**config.mk**
```make
export PLATFORM = sky130hd
export DESIGN_NAME = tnn_neuron_sequencer_flat
export DESIGN_NICKNAME = d
export VERILOG_FILES = /design/src/rtl/tnn_neuron_sequencer_if.sv /design/src/rtl/tnn_neuron_sequencer.sv /design/src/flat_wrapper.sv
export SDC_FILE = /design/constraint.sdc
export NUM_CORES = 1
export LEC_CHECK = 0
export CORE_ASPECT_RATIO = 0.9
export CORE_MARGIN = 1
export CORE_UTILIZATION = 65
export DETAILED_ROUTE_END_ITERATION = 8
export GPL_TIMING_DRIVEN = 1
export PLACE_DENSITY_LB_ADDON = 0.05
export RECOVER_POWER = 25
export SETUP_SLACK_MARGIN = 0.02
export SYNTH_ARGS = -nofsm -noshare
export SYNTH_HDL_FRONTEND = slang
export SYNTH_SLANG_ARGS = --single-unit
```
**constraint.sdc**
```tcl
create_clock -name clk -period 10.9 [get_ports clk]
set_input_delay 1.09 -clock clk [delete_from_list [all_inputs] [get_ports clk]]
set_output_delay 1.09 -clock clk [all_outputs]
set_load 0.01 [all_outputs]
```
**src/rtl/tnn_neuron_sequencer_if.sv**
```systemverilog
// Bundle of the sequencer's configuration, input-vector, shared-core and
// result handshake signals.
//   slave  : sequencer side (consumes cfg/in_*/core_out/out_ready)
//   master : environment side (drives cfg/in_*/core_out/out_ready)
// Signals:
//   cfg_we/cfg_neuron/cfg_slot/cfg_idx : config table write port
//   in_valid/in_ready/in_feat           : feature vector handshake
//   core_a..core_e/core_out             : shared neuron core operands/decision
//   out_valid/out_ready/out_bits        : result handshake
//   busy                                : inference in progress or result pending
interface tnn_neuron_sequencer_if #(
    parameter int unsigned NUM_FEAT    = 11,
    parameter int unsigned NUM_NEURONS = 8,
    parameter int unsigned IDX_W       = 4,
    parameter int unsigned NRN_W       = 3
);
    logic                     cfg_we;
    logic [NRN_W-1:0]         cfg_neuron;
    logic [2:0]               cfg_slot;
    logic [IDX_W-1:0]         cfg_idx;
    logic                     in_valid;
    logic                     in_ready;
    logic [3*NUM_FEAT-1:0]    in_feat;
    logic [2:0]               core_a;
    logic [2:0]               core_b;
    logic [2:0]               core_c;
    logic [2:0]               core_d;
    logic [2:0]               core_e;
    logic                     core_out;
    logic                     out_valid;
    logic                     out_ready;
    logic [NUM_NEURONS-1:0]   out_bits;
    logic                     busy;

    modport slave (
        input  cfg_we, cfg_neuron, cfg_slot, cfg_idx,
        input  in_valid, in_feat, core_out, out_ready,
        output in_ready, core_a, core_b, core_c, core_d, core_e,
        output out_valid, out_bits, busy
    );

    modport master (
        output cfg_we, cfg_neuron, cfg_slot, cfg_idx,
        output in_valid, in_feat, core_out, out_ready,
        input  in_ready, core_a, core_b, core_c, core_d, core_e,
        input  out_valid, out_bits, busy
    );
endinterface

```
**src/rtl/tnn_neuron_sequencer.sv**
```systemverilog
// Time-multiplexes one shared 5-operand, 3-bit TNN neuron core across
// NUM_NEURONS logical neurons. A latched feature vector is walked neuron by
// neuron; each neuron's five operands are picked from the vector through a
// per-neuron index table, and the core's decisions are collected into
// out_bits, returned through a valid/ready handshake.
// Ports:
//   clk  : rising-edge clock
//   rst  : asynchronous active-high reset
//   bus  : tnn_neuron_sequencer_if.slave (config, input, core, output, busy)
module tnn_neuron_sequencer #(
    parameter int unsigned NUM_FEAT    = 11,
    parameter int unsigned NUM_NEURONS = 8,
    parameter int unsigned IDX_W       = 4,
    parameter int unsigned NRN_W       = 3
) (
    input  logic                  clk,
    input  logic                  rst,
    tnn_neuron_sequencer_if.slave bus
);

    typedef enum logic [1:0] {
        IDLE = 2'd0,
        RUN  = 2'd1,
        DONE = 2'd2
    } state_t;

    state_t                 state;
    state_t                 next_state;
    logic [NRN_W-1:0]       ptr;
    logic [2:0]             feat [NUM_FEAT];
    logic [IDX_W-1:0]       cfg  [NUM_NEURONS][5];
    logic [NUM_NEURONS-1:0] bits_q;
    logic [2:0]             op   [5];
    logic                   last_ptr;
    logic                   cfg_ok;

    assign last_ptr = (ptr == NRN_W'(NUM_NEURONS - 1));

    // Table writes are blocked in RUN so an inference sees one consistent table.
    assign cfg_ok = bus.cfg_we && (state != RUN)
                 && (32'(bus.cfg_slot) < 5)
                 && (32'(bus.cfg_neuron) < NUM_NEURONS);

    always_ff @(posedge clk or posedge rst) begin
        if (rst) begin
            state <= IDLE;
        end else begin
            state <= next_state;
        end
    end

    always_comb begin
        next_state = state;
        case (state)
            IDLE:    if (bus.in_valid)  next_state = RUN;
            RUN:     if (last_ptr)      next_state = DONE;
            DONE:    if (bus.out_ready) next_state = IDLE;
            default: next_state = IDLE;
        endcase
    end

    always_ff @(posedge clk or posedge rst) begin
        if (rst) begin
            ptr    <= '0;
            bits_q <= '0;
            for (int unsigned k = 0; k < NUM_FEAT; k++) begin
                feat[k] <= '0;
            end
            for (int unsigned n = 0; n < NUM_NEURONS; n++) begin
                for (int unsigned s = 0; s < 5; s++) begin
                    cfg[n][s] <= '0;
                end
            end
        end else begin
            if (state == IDLE && bus.in_valid) begin
                for (int unsigned k = 0; k < NUM_FEAT; k++) begin
                    feat[k] <= bus.in_feat[3*k +: 3];
                end
                ptr <= '0;
            end
            if (state == RUN) begin
                bits_q[ptr] <= bus.core_out;
                if (!last_ptr) begin
                    ptr <= ptr + NRN_W'(1);
                end
            end
            if (cfg_ok) begin
                for (int unsigned n = 0; n < NUM_NEURONS; n++) begin
                    for (int unsigned s = 0; s < 5; s++) begin
                        if (bus.cfg_neuron == NRN_W'(n) && bus.cfg_slot == 3'(s)) begin
                            cfg[n][s] <= bus.cfg_idx;
                        end
                    end
                end
            end
        end
    end

    // Operand mux: an index that matches no feature selects value 0, which
    // also covers stored indices >= NUM_FEAT. Operands are forced to 0
    // outside RUN so the core stays quiet.
    always_comb begin
        for (int unsigned s = 0; s < 5; s++) begin
            op[s] = '0;
            if (state == RUN) begin
                for (int unsigned k = 0; k < NUM_FEAT; k++) begin
                    if (cfg[ptr][s] == IDX_W'(k)) begin
                        op[s] = feat[k];
                    end
                end
            end
        end
    end

    assign bus.core_a    = op[0];
    assign bus.core_b    = op[1];
    assign bus.core_c    = op[2];
    assign bus.core_d    = op[3];
    assign bus.core_e    = op[4];
    assign bus.in_ready  = (state == IDLE);
    assign bus.out_valid = (state == DONE);
    assign bus.busy      = (state != IDLE);
    assign bus.out_bits  = bits_q;

endmodule
```
**src/flat_wrapper.sv**
```systemverilog
// flat-port wrapper written by rule: the top's interface ports become plain ports
module tnn_neuron_sequencer_flat 
#(
    parameter int unsigned NUM_FEAT    = 11,
    parameter int unsigned NUM_NEURONS = 8,
    parameter int unsigned IDX_W       = 4,
    parameter int unsigned NRN_W       = 3
)
  (clk, rst, bus_cfg_we, bus_cfg_neuron, bus_cfg_slot, bus_cfg_idx, bus_in_valid, bus_in_feat, bus_core_out, bus_out_ready, bus_in_ready, bus_core_a, bus_core_b, bus_core_c, bus_core_d, bus_core_e, bus_out_valid, bus_out_bits, bus_busy);
  tnn_neuron_sequencer_if #(.NUM_FEAT(NUM_FEAT), .NUM_NEURONS(NUM_NEURONS), .IDX_W(IDX_W), .NRN_W(NRN_W)) bus_i ();
  input  logic clk;
  input  logic rst;
  input wire logic [$bits(bus_i.cfg_we)-1:0] bus_cfg_we;
  input wire logic [$bits(bus_i.cfg_neuron)-1:0] bus_cfg_neuron;
  input wire logic [$bits(bus_i.cfg_slot)-1:0] bus_cfg_slot;
  input wire logic [$bits(bus_i.cfg_idx)-1:0] bus_cfg_idx;
  input wire logic [$bits(bus_i.in_valid)-1:0] bus_in_valid;
  input wire logic [$bits(bus_i.in_feat)-1:0] bus_in_feat;
  input wire logic [$bits(bus_i.core_out)-1:0] bus_core_out;
  input wire logic [$bits(bus_i.out_ready)-1:0] bus_out_ready;
  output wire logic [$bits(bus_i.in_ready)-1:0] bus_in_ready;
  output wire logic [$bits(bus_i.core_a)-1:0] bus_core_a;
  output wire logic [$bits(bus_i.core_b)-1:0] bus_core_b;
  output wire logic [$bits(bus_i.core_c)-1:0] bus_core_c;
  output wire logic [$bits(bus_i.core_d)-1:0] bus_core_d;
  output wire logic [$bits(bus_i.core_e)-1:0] bus_core_e;
  output wire logic [$bits(bus_i.out_valid)-1:0] bus_out_valid;
  output wire logic [$bits(bus_i.out_bits)-1:0] bus_out_bits;
  output wire logic [$bits(bus_i.busy)-1:0] bus_busy;
  assign bus_i.cfg_we = bus_cfg_we;
  assign bus_i.cfg_neuron = bus_cfg_neuron;
  assign bus_i.cfg_slot = bus_cfg_slot;
  assign bus_i.cfg_idx = bus_cfg_idx;
  assign bus_i.in_valid = bus_in_valid;
  assign bus_i.in_feat = bus_in_feat;
  assign bus_i.core_out = bus_core_out;
  assign bus_i.out_ready = bus_out_ready;
  assign bus_in_ready = bus_i.in_ready;
  assign bus_core_a = bus_i.core_a;
  assign bus_core_b = bus_i.core_b;
  assign bus_core_c = bus_i.core_c;
  assign bus_core_d = bus_i.core_d;
  assign bus_core_e = bus_i.core_e;
  assign bus_out_valid = bus_i.out_valid;
  assign bus_out_bits = bus_i.out_bits;
  assign bus_busy = bus_i.busy;
  tnn_neuron_sequencer #(.NUM_FEAT(NUM_FEAT), .NUM_NEURONS(NUM_NEURONS), .IDX_W(IDX_W), .NRN_W(NRN_W)) u_core (.clk(clk), .rst(rst), .bus(bus_i));
endmodule
```
== Yosys cells after proc, flatten, opt, wreduce, memory -nomap -nowiden ==
Index checks and enable logic that the tools add are counted.

* Register bits: 206
* Bits in latches: 0
* Bits in writable memories: 0
* ROM bits: 0
* Word-level logic and storage cells: 295
* Memories: 0

* Add/sub/neg operators: 1
* $mul: 0
* Div/mod/pow operators: 0
* Magnitude comparators: 4
* Eq/ne operators: 68
* Shifts and indexed selects: 0
* Muxes and demuxes: 73
* Bitwise operators: 1
* Reduce and logical (&&, ||, !) cells: 94

{| class="wikitable"
|+ Operators with widths
! cell !! count
|-
| 3-bit 2-to-1 mux || 63
|-
| 4-bit by 3-bit == test with 1-bit output, second input constant || 20
|-
| 2-bit AND reduction || 40
|-
| 20-bit binary-select mux with 3-bit select || 1
|-
| 4-bit == test, second input constant || 15
|-
| 1-bit logical AND || 44
|-
| 4-bit by 2-bit == test with 1-bit output, second input constant || 10
|-
| 20-bit 2-to-1 mux || 2
|-
| 4-bit by 1-bit == test with 1-bit output, second input constant || 5
|-
| 4-bit logical NOT || 5
|-
| 3-bit == test, second input constant || 6
|-
| 3-bit by 2-bit == test with 1-bit output, second input constant || 4
|-
| 8-bit bitwise mux || 1
|-
| 3-bit by 1-bit == test with 1-bit output, second input constant || 2
|-
| 3-bit logical NOT || 2
|-
| 2-bit 2-to-1 mux || 3
|-
| 2-bit one-hot mux with 3 select lines || 1
|-
| 4-bit greater-or-equal comparator, second input constant || 1
|-
| 3-bit by 4-bit < comparator with 1-bit output, second input constant || 1
|-
| 2-bit by 1-bit inequality test with 1-bit output, second input constant || 2
|-
| 2-bit inequality test, second input constant || 2
|-
| 3-bit inverter with 4-bit output || 1
|-
| 3-bit by 1-bit adder with 3-bit output, second input constant || 1
|-
| 1-bit demux with 3-bit select || 1
|-
| other kinds (8) || 8
|}

== Depth between registers and ports, before layout ==
Gate-level depths: netlist (run 1).

* Word-level depth: 17
* Depth in mapped cells: 11
* Gate-level depth less buffers: 7

== Worst setup path before layout (run 1) ==
OpenSTA, ideal clock, no wires.

* Path kind: register -> output
* Start point: register u_core.ptr[1]
* End point: output port bus_core_c[2]
* Arrival: 2,489 ps
* Required time: 9,810 ps
* Path slack: 7,321 ps
* Stages on the path, launching flop included: 8
* Path buffers: 1
* Path through: dfrtp_1 buf_6 mux4_1 mux2i_4 mux4_2 a22o_1 a221oi_1 nor3_1

* Longest elaborated chain between the ends: 17
* Elaborated cells between the ends (all ways): 27
* Classes of those cells: eq/ne (10); mux (15); bitwise (1); reduce/logical (1)

{| class="wikitable"
|+ Ends and longest elaborated chain
! element !! line !! source
|-
| start: declaration || tnn_neuron_sequencer.sv:29 || <nowiki>logic [NRN_W-1:0] ptr;</nowiki>
|-
| start signal: assignment || tnn_neuron_sequencer.sv:84 || <nowiki>ptr <= ptr + NRN_W'(1);</nowiki>
|-
| 3-bit inverter with 4-bit output (not written as such) (*) || tnn_neuron_sequencer.sv:107 || <nowiki>if (cfg[ptr][s] == IDX_W'(k)) begin</nowiki>
|-
| 20-bit binary-select mux with 3-bit select (*) || tnn_neuron_sequencer.sv:107 ||
|-
| 20-bit 2-to-1 mux (not written as such) (*) || tnn_neuron_sequencer.sv:107 ||
|-
| 20-bit 2-to-1 mux (*) || n/a ||
|-
| 4-bit logical NOT || tnn_neuron_sequencer.sv:107 ||
|-
| 3-bit 2-to-1 mux (10 in a row) || tnn_neuron_sequencer.sv:107 ||
|-
| 3-bit 2-to-1 mux (*) || tnn_neuron_sequencer.sv:107 ||
|-
| 3-bit 2-to-1 mux (*) || tnn_neuron_sequencer.sv:105 || <nowiki>if (state == RUN) begin</nowiki>
|-
| end: declaration || flat_wrapper.sv:24 || <nowiki>output wire logic [$bits(bus_i.core_c)-1:0] bus_core_c;</nowiki>
|}

Every way passes the cells marked *; elsewhere a longest branch is shown, timed or not. The select of a mux whose other input is x is not followed.

== Final worst setup path (run 1) ==
* Start point: register u_core.ptr[0]
* End point: output port bus_core_a[2]

* Longest elaborated chain between the ends: 17
* Elaborated cells between the ends (all ways): 27
* Classes of those cells: eq/ne (10); mux (15); bitwise (1); reduce/logical (1)

{| class="wikitable"
|+ Ends and longest elaborated chain
! element !! line !! source
|-
| 3-bit inverter with 4-bit output (not written as such) (*) || tnn_neuron_sequencer.sv:107 ||
|-
| 20-bit binary-select mux with 3-bit select (*) || tnn_neuron_sequencer.sv:107 ||
|-
| 20-bit 2-to-1 mux (*) || n/a ||
|-
| 20-bit 2-to-1 mux (not written as such) (*) || tnn_neuron_sequencer.sv:107 ||
|-
| 4-bit logical NOT || tnn_neuron_sequencer.sv:107 ||
|-
| 3-bit 2-to-1 mux (10 in a row) || tnn_neuron_sequencer.sv:107 ||
|-
| 3-bit 2-to-1 mux (*) || tnn_neuron_sequencer.sv:107 ||
|-
| 3-bit 2-to-1 mux (*) || tnn_neuron_sequencer.sv:105 ||
|-
| end: declaration || flat_wrapper.sv:22 || <nowiki>output wire logic [$bits(bus_i.core_a)-1:0] bus_core_a;</nowiki>
|}

Marks and branches as above.

==> results.md, run 1 <==
- Hold crit path type: register to register
- Count of port buffers added during placement: 74
- Leakage: 5.87 nW
- Number of max-cap violations: 3
- Global-route wire length before repair: 46.8 mm
- Cell family contributing the most delay on the critical path: buffers and inverters
- Area of the mapped netlist: 11500 sq um
- Final Cycle Share: 57.6%
- Worst hold-check slack: 499 ps
- Slew @ Worst Pin: 5600 ps
- Maximum number of pins on one net before global-route repair: 132
- Post-CTS Hold Fix Bufs: 0
- DR WL/cell: 23.8 microns
- Total via count in the routed design: 8358
- Total I/O pin count: 75
- Gates resized, CTS repair: 0
- Total CTS buffers: 22
- Warning count from the yosys run: 0
- Cell depth of the worst flop-to-flop path: 5
- Net count after synthesis: 1018
- Die span in x: 142 microns
- Setup repair after global routing missed its margin: false
- Clock Sink Count: 206
- Top_reg_cell synth: dfrtp_1
- Cells along the critical path: clkbuf_1, nor2_1, a22oi_1, nand2_1, a22o_1, a221o_1, o32ai_1, clkdlybuf4s50_1
- Failing checks: max-capacitance violations, max-slew violations
- Count of buffers added by post-CTS timing repair for setup: 0
- Most numerous cell in the Yosys netlist: mux2_2
- Gr usage total: 34.1%
- Reg2reg start: u_core.state[1]
- GRT Residual Overflow: 0
- CP endpoint: bus_core_a[2]
- Clk_skew: 10.8 ps
- Status: finished with violations
- DRC: 0
- Hold path start: u_core.cfg[104]
- CP max stage cell: clkbuf_1
- PwrDens: 274 nW/um^2
- Launch point of the critical path: u_core.ptr[0]
- CP Max Fanout: 29
- Worst rel slew slack: -275%
- Syn Area/Cell: 11.9 sq um
- Largest cells by area after synthesis: dfrtp_1 45%, mux2_2 21%, mux2i_1 6.4%
- Library cell occupying the most area in the post-synthesis netlist: dfrtp_1
- Minimum period implied by the final worst setup slack: 6280 ps
- Drt initial violations: 731
- Starting utilization of the core area: 67.4%
- Gate Count Post-Synth: 967
- Data arrival time of the worst path: 5190 ps
- Initial antenna violation count: 0
- Number of iterations in the first detailed-routing pass: 5
- Detailed-route vias per instance: 6.59
- Longest individual stage delay on the worst path: 1220 ps
- Maximum clock path buffer count: 3
- Core region area: 17100 sq um
- Upper clock frequency limit: 0.159 GHz
- Clock latency at the later pin of the worst-skew pair: 510 ps
- Sum of negative setup slack: 0 ps
- Final HPWL from detailed placement: 20.9 mm
- Share of async-settable or async-resettable flops after synthesis: 100%
- Required time worst endpoint: 9810 ps
- Category of the worst setup path capture point: primary output
- Clock H-tree levels: 1
- Clock-pin slew of the registers on the worst-case setup and hold paths: 60 ps
- Flops & latches, synth: 206
- Kind of launch point of the worst setup path: register
- Routed Wire Length: 30.2 mm
- Clock Tree Root: clkbuf_16
- Critical R2R Capture: u_core.cfg[20]
- Synth top area share: 44.9%
- Final Hold Violating Endpoints: 0
- Path length in cells of the critical path: 8
- Share of cells above drive strength 1: 28.3%
- Count of unique library cells instantiated by Yosys: 76
- Sequential-to-total area share from yosys stat: 44.9%
- Number of global-route vias before repair: 8099
- Number of enable flip-flop cells after synthesis: 0
- Finish-stage setup viols: 0
- Antenna cell count: 0
- Reg2reg setup slack: 7850 ps
- Die footprint: 18200 sq um
- Die height: 128 microns
- CTS tree: done
- VDD IR-drop max: 0.000247 V
- RD Place Congestion: 0.950
- Net count, final: 1069
- Critical path start-end classification: register to primary output
- Layout overhead on the synthesized area: 12.5%
- Ranking of synthesized cells by instance count: 211 x mux2_2, 206 x dfrtp_1, 74 x mux2i_1
- Antenna Violating Nets Remaining: 0
- Slew Viols, Final: 204
- Floorplan row count: 45
- Number of buffers and inverters on the critical path: 2
==> cells by family (layout without fill, tap and decap cells) <==
group	Yosys count	in the layout	synth area share (%)
fa+ha+maj	2	2	0.218
compound gates	143	143	8.88
mux	312	312	32.6
flops	206	206	44.9
simple gates	231	231	9.80
buf+inv	73	139	3.60
==> cell usage in the layout, fill, tap and decap left out, drive strengths merged, types with 5 or more instances in the layout <==
| cell | netlist | routed |
|---|---|---|
| nand3b | 10 | 10 |
| a22oi | 21 | 21 |
| mux4 | 23 | 23 |
| and3 | 5 | 5 |
| clkinv | 0 | 10 |
| a31oi | 8 | 8 |
| nand3 | 11 | 11 |
| nand2 | 73 | 73 |
| buf | 33 | 8 |
| and2 | 9 | 9 |
| dfrtp | 206 | 206 |
| o211ai | 5 | 5 |
| mux2 | 211 | 211 |
| inv | 15 | 15 |
| nand2b | 8 | 8 |
| nor3b | 5 | 5 |
| a22o | 5 | 5 |
| o22ai | 15 | 15 |
| o21ai | 21 | 21 |
| mux2i | 78 | 78 |
| nor3 | 14 | 14 |
| nor2 | 69 | 69 |
| clkdlybuf4s50 | 0 | 72 |
| a21oi | 22 | 22 |
| clkbuf | 24 | 29 |
==> layer usage <==
metal  global-route usage (%)  vias to the layer above  routed length (microns)
li1                         -                     3722                        -
met2                     53.4                      374                    13600
met3                     6.20                       70                     2570
met1                     48.8                     4192                    13100
met5                        0                        -                        0
met4                     10.1                        0                      896
==> worst min path at each step <==
stage	depth (start not counted)	slack (ps)	end
floorplan	1	470	u_core.cfg[104]
global placement	1	480	u_core.cfg[108]
detailed placement	1	490	u_core.cfg[110]
CTS	1	500	u_core.cfg[104]
global route	1	520	u_core.cfg[97]
finish	1	500	u_core.cfg[104]
==> sequential cells by signal, indices dropped and copies added, names as in the netlist <==
register and cells:
u_core.cfg 160, u_core.feat 33, u_core.bus.out_bits 8, u_core.ptr 3, u_core.state 2
==> report_power, final <==
group | internal [mW] | switching [mW]
Sequential | 0.937 | 0.241
Combinational | 0.782 | 0.882
Clock | 0.384 | 0.311
Total | 2.10 | 1.43
==> layout make-up <==
cell class,instances,area [sq um]
multi-input combinational,688,5920
sequential,206,5160
fill,1129,4130
timing repair buffer,84,808
clock buffer,27,579
tap,235,294
clock inverter,12,92.6
inverter,16,75.1
==> stage by stage <==
stage / util [%] / setup WS [ps] / cells / power [mW] / cell area, sq um
floorplan: - / 4190 / 967 / 2.31 / 11500
global placement: 71.9 / 5800 / 1229 / 2.79 / 12300
detailed placement: 71.9 / 5790 / 1229 / 2.81 / 12300
CTS: 75.9 / 5260 / 1268 / 3.51 / 12900
global route: 75.8 / 4290 / 1268 / 3.71 / 12900
finish: 75.8 / 4620 / 1268 / 3.54 / 12900
Note: power is estimated with default switching activity, not from simulation.
==> run 2, diff against run 1 <==
Settings changed: CORE_UTILIZATION 65 to 60.
Clock period 10.9 ns to 5.8 ns, I/O delays scaled along.
==> run 2 against run 1 <==
The run still ends with max-capacitance violations, max-slew violations left. Setup slack lost 3900 ps. Critical path type unchanged. Flip-flop and latch count unchanged. Core utilization is 5.8 points lower. Clock skew rose by 1.5 ps. Global-route usage shrank 2.0 points. Critical path depth unchanged. Power up 89%. Via count decreased by 1.0%. Clock power up 99%. Routed wire length is 1.7% higher.
==> results.md, run 2 (synthesized netlist as in run 1, its figures left out) <==
- Setup repair after global routing missed its margin: false
- Total via count in the routed design: 8272 (-1.0%)
- Count of buffers added by post-CTS timing repair for setup: 0 (unchanged)
- Die height: 133 microns (+4.0%)
- Final Hold Violating Endpoints: 0 (unchanged)
- Upper clock frequency limit: 0.198 GHz
- Final Cycle Share: 87.1%
- Floorplan row count: 47 (+4.4%)
- CP Max Fanout: 21 (-28%)
- Gates resized, CTS repair: 0 (unchanged)
- Layout overhead on the synthesized area: 13.1%
- Clk_skew: 12.2 ps (+1.45 ps)
- Register ranked first by flip-flop count: u_core.cfg
- Status: finished with violations
- Category of the worst setup path capture point: primary output
- RD Place Congestion: 0.947 (-0.34%)
- Reg2reg setup slack: 2670 ps (-5180 ps)
- Gr usage total: 32.1% (-2.0 points)
- Minimum period implied by the final worst setup slack: 5050 ps
- GRT Residual Overflow: 0 (unchanged)
- Worst rel slew slack: -65.6% (+210 points)
- Net count, final: 1074 (+0.47%)
- Die footprint: 19700 sq um (+8.2%)
- Critical path start-end classification: register to primary output
- Initial antenna violation count: 0 (unchanged)
- Count of port buffers added during placement: 74 (unchanged)
- Die span in x: 148 microns (+4.0%)
- Global-route wire length before repair: 47.9 mm (+2.3%)
- Number of global-route vias before repair: 8234 (+1.7%)
- Drt initial violations: 742 (+1.5%)
- Data arrival time of the worst path: 4470 ps (-720 ps)
- Maximum number of pins on one net before global-route repair: 75 (-43%)
- DR WL/cell: 24.0 microns (+0.66%)
- Sum of negative setup slack: 0 ps (unchanged)
- Clock latency at the later pin of the worst-skew pair: 520 ps (about the same)
- Number of iterations in the first detailed-routing pass: 5 (unchanged)
- Starting utilization of the core area: 61.8% (-5.5 points)
- Clock Tree Root: clkbuf_16
- Commonest non-fill, non-tap cell in the layout: mux2_2
- Slew @ Worst Pin: 2480 ps (-3110 ps)
- Failing checks: max-capacitance violations, max-slew violations
- Largest register FFs: 160 (unchanged)
- DRC: 0 (unchanged)
- Hold crit path type: register to register
- Clock-pin slew of the registers on the worst-case setup and hold paths: 50 ps (about the same)
- Post-CTS Hold Fix Bufs: 0 (unchanged)
- Finish-stage setup viols: 0 (unchanged)
- Post-route non-filler standard cell count: 1281 (+1.0%)
- Total CTS buffers: 23 (+4.5%)
- Core region area: 18600 sq um (+8.9%)
- Number of max-cap violations: 2 (-1)
- Antenna Violating Nets Remaining: 0 (unchanged)
- Kind of launch point of the worst setup path: register
- PwrDens: 515 nW/um^2 (+88%)
- CTS tree: done
- Required time worst endpoint: 5220 ps (-4590 ps)
- VDD IR-drop max: 0.000386 V (+56%)
- Final HPWL from detailed placement: 21.8 mm (+4.5%)
- Worst hold-check slack: 501 ps (+2.54 ps)
- Share of cells above drive strength 1: 28.3% (about the same)
- Highest-count cells in the layout ignoring fill and taps: 211 x mux2_2, 205 x dfrtp_1, 74 x mux2i_1
- Dpl cells: 1243 (+1.1%)
- Maximum clock path buffer count: 3 (unchanged)
- Slew Viols, Final: 89 (-56%)
- Antenna cell count: 0 (unchanged)
- Clock Sink Count: 206 (unchanged)
- Leakage: 5.89 nW (+0.38%)
- Routed Wire Length: 30.7 mm (+1.7%)
- Detailed-route vias per instance: 6.46 (-2.0%)
- Clock H-tree levels: 1 (unchanged)
- Total I/O pin count: 75 (unchanged)
-- run 2: final timing paths --
path,end,depth (start not counted),startpoint
setup / recovery,bus_core_c[2],8,u_core.ptr[0]
hold / removal,u_core.cfg[88],1,u_core.cfg[88]
setup reg to reg,u_core.ptr[0],5,u_core.state[0]
hold reg to reg,u_core.cfg[88],1,u_core.cfg[88]
max in group asynchronous,u_core.cfg[127],3,rst
min in group asynchronous,u_core.cfg[123],2,rst
-- run 2: critical path: stages (launching register included) --
cell and delay, ps:
dfrtp_1 790, clkbuf_1 600, mux4_2 620, mux2i_4 490, mux4_2 390, a22o_1 240
a221oi_1 240, nor3_1 80, clkdlybuf4s50_1 520
-- run 2: report_power, final --
group          switching (mW)  internal (mW)  leakage (nW)
Clock                   0.568          0.808         0.342
Sequential              0.554           1.76          2.74
Combinational            1.54           1.47          2.81
Total                    2.66           4.04          5.89
-- run 2: cell type report --
class	instances	area, sq um
sequential	206	5160
clock inverter	7	68.8
timing repair buffer	88	835
multi-input combinational	688	5920
fill	1405	5580
clock buffer	31	636
inverter	16	75.1
tap	245	307
-- run 2: per-layer routing --
layer	global-route usage, %	routed length (microns)	part of all wire [%]
met5	0	0	0
met4	9.91	877	2.9
met3	6.51	2170	7.1
met2	50.9	14300	47
met1	44.7	13300	43
-- run 2: per-stage QoR --
step | instance area [sq um] | total power [mW] | worst slack (ps) | util, %
floorplan | 11500 | 4.34 | 2550 | -
global placement | 12300 | 5.23 | 1420 | 66.3
detailed placement | 12300 | 5.26 | 1360 | 66.3
CTS | 13000 | 6.67 | 782 | 70.0
global route | 13000 | 7.04 | 475 | 70.0
finish | 13000 | 6.70 | 748 | 70.0
